**config.mk**
```make
export PLATFORM = sky130hd
export DESIGN_NAME = des_perm_pipe
export DESIGN_NICKNAME = d
export VERILOG_FILES = /design/src/rtl/des_perm_pipe.sv
export SDC_FILE = /design/constraint.sdc
export NUM_CORES = 1
export LEC_CHECK = 0
export ABC_AREA = 1
export BUFFER_PORTS_ARGS = -buffer_cell sky130_fd_sc_hd__buf_2
export CAP_MARGIN = 20
export CORE_MARGIN = 2
export CORE_UTILIZATION = 58
export DETAILED_ROUTE_END_ITERATION = 10
export GPL_TIMING_DRIVEN = 0
export PLACE_DENSITY = 0.84
export SYNTH_ARGS = -nofsm -noshare
export SYNTH_HDL_FRONTEND = slang
export SYNTH_SLANG_ARGS = --single-unit
```
**constraint.sdc**
```tcl
create_clock -name clk -period 16.45 [get_ports clk]
set_clock_uncertainty 0.1 [all_clocks]
set_input_delay 3.29 -clock clk [delete_from_list [all_inputs] [get_ports clk]]
set_output_delay 3.29 -clock clk [all_outputs]
set_load 0.05 [all_outputs]
```
**src/rtl/des_perm_pipe.sv**
```systemverilog
// Elastic pipeline applying DES bit permutations (P, IP, FP) to a 64-bit word.
// Optional macro DES_PERM_INVERSE_EN turns mode 11 into inverse P instead of bypass.
module des_perm_pipe #(
  parameter int unsigned STAGES = 2,
  parameter int unsigned CNT_W  = 16
) (
  input  logic             clk,
  input  logic             rst,
  input  logic             in_valid,
  output logic             in_ready,
  input  logic [1:0]       in_mode,
  input  logic [63:0]      in_data,
  output logic             out_valid,
  input  logic             out_ready,
  output logic [63:0]      out_data,
  output logic             busy,
  output logic [CNT_W-1:0] accept_cnt
);

  // Tables hold 1-based source bit numbers, bit 1 = MSB.
  localparam logic [0:31][5:0] P_T = {
    6'd16, 6'd7,  6'd20, 6'd21, 6'd29, 6'd12, 6'd28, 6'd17,
    6'd1,  6'd15, 6'd23, 6'd26, 6'd5,  6'd18, 6'd31, 6'd10,
    6'd2,  6'd8,  6'd24, 6'd14, 6'd32, 6'd27, 6'd3,  6'd9,
    6'd19, 6'd13, 6'd30, 6'd6,  6'd22, 6'd11, 6'd4,  6'd25
  };

  localparam logic [0:63][6:0] IP_T = {
    7'd58, 7'd50, 7'd42, 7'd34, 7'd26, 7'd18, 7'd10, 7'd2,
    7'd60, 7'd52, 7'd44, 7'd36, 7'd28, 7'd20, 7'd12, 7'd4,
    7'd62, 7'd54, 7'd46, 7'd38, 7'd30, 7'd22, 7'd14, 7'd6,
    7'd64, 7'd56, 7'd48, 7'd40, 7'd32, 7'd24, 7'd16, 7'd8,
    7'd57, 7'd49, 7'd41, 7'd33, 7'd25, 7'd17, 7'd9,  7'd1,
    7'd59, 7'd51, 7'd43, 7'd35, 7'd27, 7'd19, 7'd11, 7'd3,
    7'd61, 7'd53, 7'd45, 7'd37, 7'd29, 7'd21, 7'd13, 7'd5,
    7'd63, 7'd55, 7'd47, 7'd39, 7'd31, 7'd23, 7'd15, 7'd7
  };

  localparam logic [0:63][6:0] FP_T = {
    7'd40, 7'd8, 7'd48, 7'd16, 7'd56, 7'd24, 7'd64, 7'd32,
    7'd39, 7'd7, 7'd47, 7'd15, 7'd55, 7'd23, 7'd63, 7'd31,
    7'd38, 7'd6, 7'd46, 7'd14, 7'd54, 7'd22, 7'd62, 7'd30,
    7'd37, 7'd5, 7'd45, 7'd13, 7'd53, 7'd21, 7'd61, 7'd29,
    7'd36, 7'd4, 7'd44, 7'd12, 7'd52, 7'd20, 7'd60, 7'd28,
    7'd35, 7'd3, 7'd43, 7'd11, 7'd51, 7'd19, 7'd59, 7'd27,
    7'd34, 7'd2, 7'd42, 7'd10, 7'd50, 7'd18, 7'd58, 7'd26,
    7'd33, 7'd1, 7'd41, 7'd9,  7'd49, 7'd17, 7'd57, 7'd25
  };

  // MSB-first position k lives at vector bit ~k.
  function automatic logic [63:0] perm64(input logic [63:0] d, input logic [0:63][6:0] t);
    logic [63:0] r;
    logic [5:0]  k;
    r = '0;
    for (int i = 0; i < 64; i++) begin
      k = 6'(i);
      r[~k] = d[6'(7'd64 - t[k])];
    end
    return r;
  endfunction

  function automatic logic [31:0] pbox(input logic [31:0] h);
    logic [31:0] r;
    logic [4:0]  k;
    r = '0;
    for (int i = 0; i < 32; i++) begin
      k = 5'(i);
      r[~k] = h[5'(6'd32 - P_T[k])];
    end
    return r;
  endfunction

`ifdef DES_PERM_INVERSE_EN
  function automatic logic [31:0] pbox_inv(input logic [31:0] h);
    logic [31:0] r;
    logic [4:0]  k;
    r = '0;
    for (int i = 0; i < 32; i++) begin
      k = 5'(i);
      r[5'(6'd32 - P_T[k])] = h[~k];
    end
    return r;
  endfunction
`endif

  logic [63:0]       perm;
  logic [STAGES-1:0] vld_q;
  logic [63:0]       dat_q [STAGES];
  logic [STAGES-1:0] rdy;
  logic [STAGES-1:0] up_v;
  logic [63:0]       up_d  [STAGES];
  logic [CNT_W-1:0]  accept_cnt_q;
  logic              accept;

  always_comb begin
    perm = '0;
    unique case (in_mode)
      2'b00:   perm = {pbox(in_data[63:32]), 32'h0};
      2'b01:   perm = perm64(in_data, IP_T);
      2'b10:   perm = perm64(in_data, FP_T);
`ifdef DES_PERM_INVERSE_EN
      2'b11:   perm = {pbox_inv(in_data[63:32]), 32'h0};
`else
      2'b11:   perm = in_data;
`endif
      default: perm = '0;
    endcase
  end

  // A stage may load whenever any stage from it to the output has a hole,
  // so bubbles collapse while the consumer is stalled.
  always_comb begin
    for (int s = 0; s < STAGES; s++) begin
      rdy[s] = out_ready;
      for (int j = s; j < STAGES; j++) begin
        if (!vld_q[j]) rdy[s] = 1'b1;
      end
    end
  end

  always_comb begin
    up_v[0] = in_valid;
    up_d[0] = perm;
    for (int s = 1; s < STAGES; s++) begin
      up_v[s] = vld_q[s-1];
      up_d[s] = dat_q[s-1];
    end
  end

  always_ff @(posedge clk or posedge rst) begin
    if (rst) begin
      vld_q <= '0;
      for (int s = 0; s < STAGES; s++) dat_q[s] <= '0;
    end else begin
      for (int s = 0; s < STAGES; s++) begin
        if (rdy[s]) begin
          vld_q[s] <= up_v[s];
          if (up_v[s]) dat_q[s] <= up_d[s];
        end
      end
    end
  end

  assign in_ready = rdy[0] & ~rst;
  assign accept   = in_valid & in_ready;

  always_ff @(posedge clk or posedge rst) begin
    if (rst) begin
      accept_cnt_q <= '0;
    end else if (accept) begin
      accept_cnt_q <= accept_cnt_q + 1'b1;
    end
  end

  assign out_valid  = vld_q[STAGES-1];
  assign out_data   = dat_q[STAGES-1];
  assign busy       = |vld_q;
  assign accept_cnt = accept_cnt_q;

endmodule

```
==> results of run 1 <==
-- placed cells by master (no fill, tap or decap), types with 2 or more instances in the layout --
cell type,n
buf_4,64
inv_2,2
mux2_2,24
nor2_1,26
inv_1,81
clkbuf_16,17
dfrtp_1,146
nor2_2,3
nor3_1,7
o211ai_1,29
o21ai_0,127
a21oi_1,21
clkbuf_8,2
nand2_1,301
buf_1,4
clkinv_2,2
nand3_1,25
bufinv_16,4
nand3b_1,4
nand4_1,4
clkbuf_1,23
buf_2,174
xor2_1,6
clkinvlp_4,2
diode_2,2
-- worst min path at each step --
stage	endpoint	slack (ns)	cells past startpoint
floorplan	dat_q[101]	0.35	2
global placement	dat_q[123]	0.36	2
detailed placement	dat_q[109]	0.37	2
CTS	dat_q[109]	0.38	2
global route	dat_q[110]	0.40	2
finish	dat_q[109]	0.38	2
-- power by group --
part           leakage, nW  internal, mW  switching [mW]
clock                0.297         0.261           0.149
combinational         2.57         0.167           0.367
sequential            1.84         0.443          0.0498
total                 4.71         0.872           0.566
-- registers in the layout (all words and copies together) (netlist names) --
signal and cells:
dat_q 64, out_data 64, accept_cnt 16, vld_q 2
-- layout make-up --
class	instances	share of cell area
clock inverters	9	0.0169
diodes	2	0.000551
flip-flops and latches	146	0.402
plain buffers	109	0.0745
well taps	172	0.0237
multi-input cells	585	0.309
repair buffers	153	0.0867
clock buffers	23	0.0515
inverters	84	0.0352
-- kinds of logic after synthesis --
| group | count (synthesis) | share of synthesized area |
|---|---|---|
| adders and majority gates | 1 | 0.00168 |
| xor gates and xnor gates | 7 | 0.00823 |
| buffers and inverters | 193 | 0.133 |
| and+or+nand+nor | 373 | 0.199 |
| muxes | 24 | 0.0363 |
| AOI/OAI and AO/OA | 180 | 0.131 |
| DFF | 146 | 0.490 |
-- layer usage --
metal / part of all wire / routed length (microns) / vias up
li1: - / - / 3243
met1: 0.41 / 9350 / 3414
met2: 0.46 / 10400 / 441
met3: 0.090 / 2030 / 70
met4: 0.036 / 804 / 0
met5: 0 / 0 / -
-- stage by stage --
step / hold slack (ns) / instances / cell area [sq um] / power, mW
floorplan: 0.345 / 924 / 7450 / 0.902
global placement: 0.364 / 1248 / 8430 / 1.01
detailed placement: 0.366 / 1249 / 8460 / 1.02
CTS: 0.382 / 1281 / 9080 / 1.44
global route: 0.404 / 1282 / 9080 / 1.50
finish: 0.378 / 1283 / 9090 / 1.44
-- worst min-delay path: cells and delay by family (launching register included) --
kind             cells  cell delay (ns)
flip-flops           1             0.34
AND/OR/NAND/NOR      2             0.10
==> flow_summary.toml, run 1 <==
[timing]
setup_ws_ns = 8.73
rsz0062_at_grt = "no"
relSlewSlack = 0.548
period_share = 0.470
hold_viol = 0
fin_setup_tns_ns = 0
worst_pin_slew_ns = 0.678
maxSlewViolCount = 0
min_period_ns = 7.72
clock.fmax_mhz = 129
final-setup-viol-count = 0

[synthesis]
yosysTopAreaCellShare = 0.490
synthTopCellsByCount = "nand2_1, dfrtp_1, o21ai_0"
synth_area_sq_um = 7450
yosysSeqAreaShare = 0.490
syn_avg_cell_area_sq_um = 8.07
synth.area.top_cells = "dfrtp_1, nand2_1, o21ai_0"
yosysTopAreaCell = "dfrtp_1"
yosysMostFrequentCell = "nand2_1"
synth_edf_count = 0
postSynth.asyncResetShare = 1.00
synthCells = 924
ys_ff_latch = 146
ys_types = 27
ys.warnings.count = 0
synth_nets = 995
ys.flop_type = "dfrtp_1"

[global_route]
grt-busiest-layer = "met2"
track_usage = 0.333
grt_util_met3 = 0.0759
grt_util_met1 = 0.448
overflow = 0
gr-usage-met2 = 0.515
antenna_found_initial = 2
grt_max_degree = 78
grt_pass1_wl_mm = 35.1
first_global_vias = 6606

[clock_network]
cts_hold_buffers = 0
clk_pin_slew_worst_paths_ns = 0.06
cts_max_level = 4
cts_setup_buffers = 0
clk_latency_ns = 0.43
cts_buffers = 17
tritoncts = "built"
cts.path.max_buffers = 2
clock-sinks = 146
post_cts_resized = 0
cts_root_buffer = "clkbuf_16"

[worst_setup_path]
crit_slowest_cell = "inv_6"
cp-start-kind = "primary input"
crit_chain = "buf_2 -> inv_6 -> nand2_1 -> inv_1 -> buf_2"
cp_num_buf_inv = 4
cp-endpoint = "in_ready"
critical_path.max_fanout = 77
timing.reg2reg.setup_slack_ns = 14.42
r2r_end = "dat_q[72]"
r2r_start = "vld_q[1]"
cpPeakStageDelay_ns = 0.47
crit_arrival_ns = 4.33
crit_type = "primary input to output pin"
worstSetupStartpoint = "rst"
cp_common_cell = "buf_2"
end_kind = "output pin"
cp.depth = 5
rr_worst_depth = 5
cp_data_required_time_ns = 13.06
cpLargestDelayFamily = "buffers and inverters"

[layout]
drive_above_1_share = 0.271
seq_area_sq_um = 3650
multi_input_area_sq_um = 2810
fill_cells = 973
syn_to_final_growth_pct = 21.9
final_util = 0.723
fin_nets = 1167

[power_and_ir_drop]
p_leak_nw = 4.71
power_density_nw_per_um2 = 158
vdd_drop_max_v = 0.000105

[run]
cap_violations = 0

[placed_design]
dpl.hpwl_mm = 15.9
port_buffers = 152
post-place-ws_ns = 8.67
place_congestion = 0.983

[floorplanning]
die_y_microns = 117
die_w_microns = 117
io_pins = 153
core_sq_um = 12600
start_util = 0.593
die-area_sq_um = 13800
rows = 41

[drt]
first_pass_iters = 5
vias = 7168
via_per_inst = 5.59
postRouteWirelength_mm = 22.6
antenna_left = 0
drt-initial-drc-count = 809
drc = 0
wl_per_cell_microns = 17.6

[min_path]
hp-class = "flip-flop to flip-flop"
holdCritStartpoint = "dat_q[109]"

[status]
run_status = "finished clean"
Power figures use the tool's default switching activity.
==> inputs of run 2 (changes only) <==
Settings changed: CORE_UTILIZATION 58 to 55, PLACE_DENSITY 0.84 to 0.8.
Clock period 16.45 ns to 8.1 ns, I/O delays scaled along.
==> flow_summary.toml, run 2 (synthesis gave the netlist of run 1 again) <==
[drt]
postRouteWirelength_mm = 22.3
via_per_inst = 5.36
wl_per_cell_microns = 17.4
vias = 6895
drt-initial-drc-count = 716
drc = 0
first_pass_iters = 5
antenna_left = 0

[min_path]
worstHoldPathCells = 2
hp-class = "flip-flop to flip-flop"

[global_route]
grt_max_degree = 93
overflow = 0
grt_pass1_wl_mm = 35.0
track_usage = 0.320
first_global_vias = 6535
antenna_found_initial = 0

[timing]
hold_viol = 0
rsz0062_at_grt = "no"
setup_ws_ns = 3.64
worst_pin_slew_ns = 0.790
final-setup-viol-count = 0
relSlewSlack = 0.473
clock.fmax_mhz = 224
min_period_ns = 4.46
maxSlewViolCount = 0
fin_setup_tns_ns = 0
period_share = 0.551

[worst_setup_path]
end_kind = "output pin"
cp_data_required_time_ns = 6.38
r2r_start = "vld_q[0]"
cp-start-kind = "primary input"
cp-endpoint = "in_ready"
crit_type = "primary input to output pin"
cpPeakStageDelay_ns = 0.56
worstSetupStartpoint = "rst"
r2r_end = "dat_q[72]"
crit_slowest_cell = "inv_6"
timing.reg2reg.setup_slack_ns = 6.02
critical_path.max_fanout = 92
crit_chain = "buf_2 -> inv_6 -> nand2_1 -> inv_1 -> buf_2"
cp_common_cell = "buf_2"
crit_arrival_ns = 2.74
rr_worst_depth = 5

[clock_network]
cts.path.max_buffers = 2
clk_pin_slew_worst_paths_ns = 0.06
cts_buffers = 17
tritoncts = "built"
cts_root_buffer = "clkbuf_16"
cts_max_level = 4
clock-sinks = 146
clk_latency_ns = 0.42
cts_setup_buffers = 0
post_cts_resized = 0
cts_hold_buffers = 0

[floorplanning]
rows = 42
io_pins = 153
core_sq_um = 13200
die-area_sq_um = 14500
start_util = 0.563
die_y_microns = 120
die_w_microns = 120

[placed_design]
place_congestion = 0.998
port_buffers = 152
post-place-ws_ns = 3.57
dpl.hpwl_mm = 16.3

[status]
run_status = "finished clean"

[layout]
fin_nets = 1167
drive_above_1_share = 0.274
most-common-layout-cells = "nand2_1, buf_2, dfrtp_1"
syn_to_final_growth_pct = 21.5
final_common_cell = "nand2_1"

[run]
cap_violations = 0

[power_and_ir_drop]
power_mw = 2.85
p_leak_nw = 4.70
vdd_drop_max_v = 0.000178
power_density_nw_per_um2 = 314
run 2: area by class of cell:
class	count	area, sq um
Inverter	84	320
Tap cell	176	220
Fill cell	1139	4190
Antenna cell	1	2.50
Clock buffer	19	453
Buffer	109	677
Multi-Input combinational cell	585	2810
Timing Repair Buffer	153	788
Clock inverter	13	131
Sequential cell	146	3650
run 2: worst min path at each step:
stage,start,to
2_1_floorplan,dat_q[101],dat_q[101]
3_3_place_gp,dat_q[126],dat_q[126]
3_5_place_dp,dat_q[126],dat_q[126]
4_1_cts,dat_q[126],dat_q[126]
5_1_grt,dat_q[117],dat_q[117]
6_report,dat_q[126],dat_q[126]
run 2: per-stage QoR:
stage | utilization | instance area (sq um) | hold WS [ns] | std cells
6_report | 0.684 | 9050 | 0.378 | 1286
5_1_grt | 0.683 | 9050 | 0.405 | 1285
4_1_cts | 0.683 | 9050 | 0.379 | 1285
3_5_place_dp | 0.639 | 8470 | 0.362 | 1253
3_3_place_gp | 0.637 | 8430 | 0.364 | 1252
2_1_floorplan | - | 7450 | 0.345 | 924
run 2: power by group:
group          total [mW]  switching, mW  leakage, nW  internal (mW)
logic                1.08          0.741         2.57          0.339
clock network       0.771          0.303        0.289          0.468
registers           0.996         0.0953         1.84          0.900
run 2: worst max-delay path, delay by kind of cell:
family / cells / cell delay [ns]
buf+inv: 4 / 1.01
simple gates: 1 / 0.11
run 2: metal layers:
layer / up-vias / routed length, microns / GRT usage
met5: - / 0 / 0
li1: 3242 / - / -
met3: 54 / 2090 / 0.0816
met1: 3199 / 9400 / 0.441
met2: 400 / 10100 / 0.492
met4: 0 / 684 / 0.116
==> inputs of run 3 (changes only) <==
Settings changed: ABC_AREA 1 to 0, CORE_UTILIZATION 55 to 50, PLACE_DENSITY 0.8 to 0.77.
Clock period 8.1 ns to 3.78 ns, I/O delays scaled along.
==> flow_summary.toml, run 3 <==
[global_route]
track_usage = 0.253
grt_pass1_wl_mm = 30.7
first_global_vias = 5509
overflow = 0
antenna_found_initial = 0
grt_max_degree = 46

[clock_network]
clk_pin_slew_worst_paths_ns = 0.06
cts.path.max_buffers = 2
cts_max_level = 4
tritoncts = "built"
cts_buffers = 17
clock-sinks = 146
cts_root_buffer = "clkbuf_16"
cts_hold_buffers = 0
cts_setup_buffers = 0
post_cts_resized = 0
clk_latency_ns = 0.42

[worst_setup_path]
cp_num_buf_inv = 2
critical_path.max_fanout = 5
crit_type = "primary input to output pin"
cp_common_cell = "buf_2"
timing.reg2reg.setup_slack_ns = 1.85
worstSetupStartpoint = "out_ready"
crit_arrival_ns = 1.43
crit_chain = "buf_2 -> and3b_4 -> nor2_1 -> buf_2"
cpPeakStageDelay_ns = 0.31
cp-start-kind = "primary input"
cp-endpoint = "in_ready"
rr_worst_depth = 4
cp_data_required_time_ns = 2.92
cpLargestDelayFamily = "simple AND/OR/NAND/NOR gates"
r2r_end = "out_data[48]"
end_kind = "output pin"
cp.depth = 4
crit_slowest_cell = "and3b_4"
r2r_start = "vld_q[1]"

[drt]
drc = 0
first_pass_iters = 5
via_per_inst = 5.50
vias = 5450
postRouteWirelength_mm = 19.6
drt-initial-drc-count = 464
antenna_left = 0
wl_per_cell_microns = 19.8

[floorplanning]
die_w_microns = 127
core_sq_um = 14600
io_pins = 153
start_util = 0.515
die-area_sq_um = 16100
die_y_microns = 127
rows = 44

[synthesis]
ys_types = 34
syn_avg_cell_area_sq_um = 12.1
synth_edf_count = 0
yosysMostFrequentCell = "dfrtp_1"
yosysTopAreaCellShare = 0.485
synth.area.top_cells = "dfrtp_1, mux2_2, mux4_2"
synth_nets = 693
postSynth.asyncResetShare = 1.00
ys.flop_type = "dfrtp_1"
ys_ff_latch = 146
synth_area_sq_um = 7530
yosysSeqAreaShare = 0.485
yosysTopAreaCell = "dfrtp_1"
synthTopCellsByCount = "dfrtp_1, mux2_2, buf_4"
synthCells = 622
ys.warnings.count = 0

[placed_design]
dpl.hpwl_mm = 15.0
post-place-ws_ns = 1.35
port_buffers = 150
post_dp_cell_area_sq_um = 8580
dp.cells = 959
place_congestion = 0.958

[min_path]
hp-class = "primary input to async pin"

[timing]
period_share = 0.603
fin_setup_tns_ns = 0
hold_viol = 0
worst_pin_slew_ns = 0.582
relSlewSlack = 0.611
final-setup-viol-count = 0
maxSlewViolCount = 0
setup_ws_ns = 1.50
rsz0062_at_grt = "no"
clock.fmax_mhz = 438
min_period_ns = 2.28

[power_and_ir_drop]
vdd_drop_max_v = 0.000402
power_density_nw_per_um2 = 639
p_leak_nw = 4.42

[layout]
final_common_cell = "buf_2"
fin_nets = 865
final_cells = 991
n_antenna_cell = 0
syn_to_final_growth_pct = 22.2
drive_above_1_share = 0.528
stdcell_area_sq_um = 9200
most-common-layout-cells = "buf_2, dfrtp_1, mux2_2"
fill_cells = 1219

[status]
run_status = "finished clean"

[run]
cap_violations = 0
run 3: cell types whose count changed in the layout (fill, tap and decap cells not counted), moves of 11 or more:
cell	before	now
nand3_1	25	3
o21ai_0	127	35
mux4_2	0	29
nand2_1	301	57
clkbuf_1	19	7
a21oi_1	21	32
o211ai_1	29	0
inv_1	81	9
mux2_2	24	112
run 3: area by class of cell:
cell class                      count  area [sq um]  area share
Buffer                            102           726      0.0788
Clock buffer                       23           498      0.0541
Clock inverter                      9           126      0.0137
Inverter                           10          41.3     0.00449
Multi-Input combinational cell    364          3120       0.339
Sequential cell                   146          3650       0.397
Tap cell                          184           230      0.0250
Timing Repair Buffer              153           811      0.0881
run 3: kinds of logic after synthesis:
| family | count (synthesis) | share of synthesized area |
|---|---|---|
| compound gates | 84 | 0.0618 |
| mux | 149 | 0.265 |
| buf+inv | 112 | 0.101 |
| flops | 146 | 0.485 |
| xor+xnor | 15 | 0.0174 |
| simple gates | 115 | 0.0683 |
| fa+ha+maj | 1 | 0.00166 |
run 3: report_power, final:
part           total (mW)  switching, mW  internal (mW)
combinational        2.03           1.27          0.764
clock                1.74          0.619           1.12
sequential           2.11          0.211           1.90
total                5.89           2.10           3.79
run 3: routing by layer:
layer / global-route usage / wire [microns] / up-vias
met5: 0 / 0 / -
met1: 0.342 / 8260 / 2754
li1: - / - / 2469
met2: 0.412 / 9780 / 199
met3: 0.0569 / 1200 / 28
met4: 0.0776 / 400 / 0
run 3: worst min-delay path by stage:
stage | end | slack, ns | cells past startpoint
global placement | accept_cnt[15] | 0.36 | 1
global route | accept_cnt[2] | 0.37 | 2
detailed placement | dat_q[93] | 0.37 | 1
finish | accept_cnt[2] | 0.33 | 2
CTS | vld_q[0] | 0.33 | 2
floorplan | dat_q[71] | 0.35 | 1
run 3: worst reg2reg max path: stages (launching register included):
cell,delay (ns)
dfrtp_1,0.41
nand2b_1,0.09
nand2_1,0.45
buf_2,0.38
mux2_2,0.38
run 3: through the flow:
stage	hold slack [ns]	total power [mW]	utilization
after global routing	0.365	6.14	0.629
after floorplan	0.346	3.70	-
after detailed placement	0.365	4.17	0.586
final	0.331	5.89	0.629
after CTS	0.334	5.92	0.629
after global placement	0.358	4.12	0.582
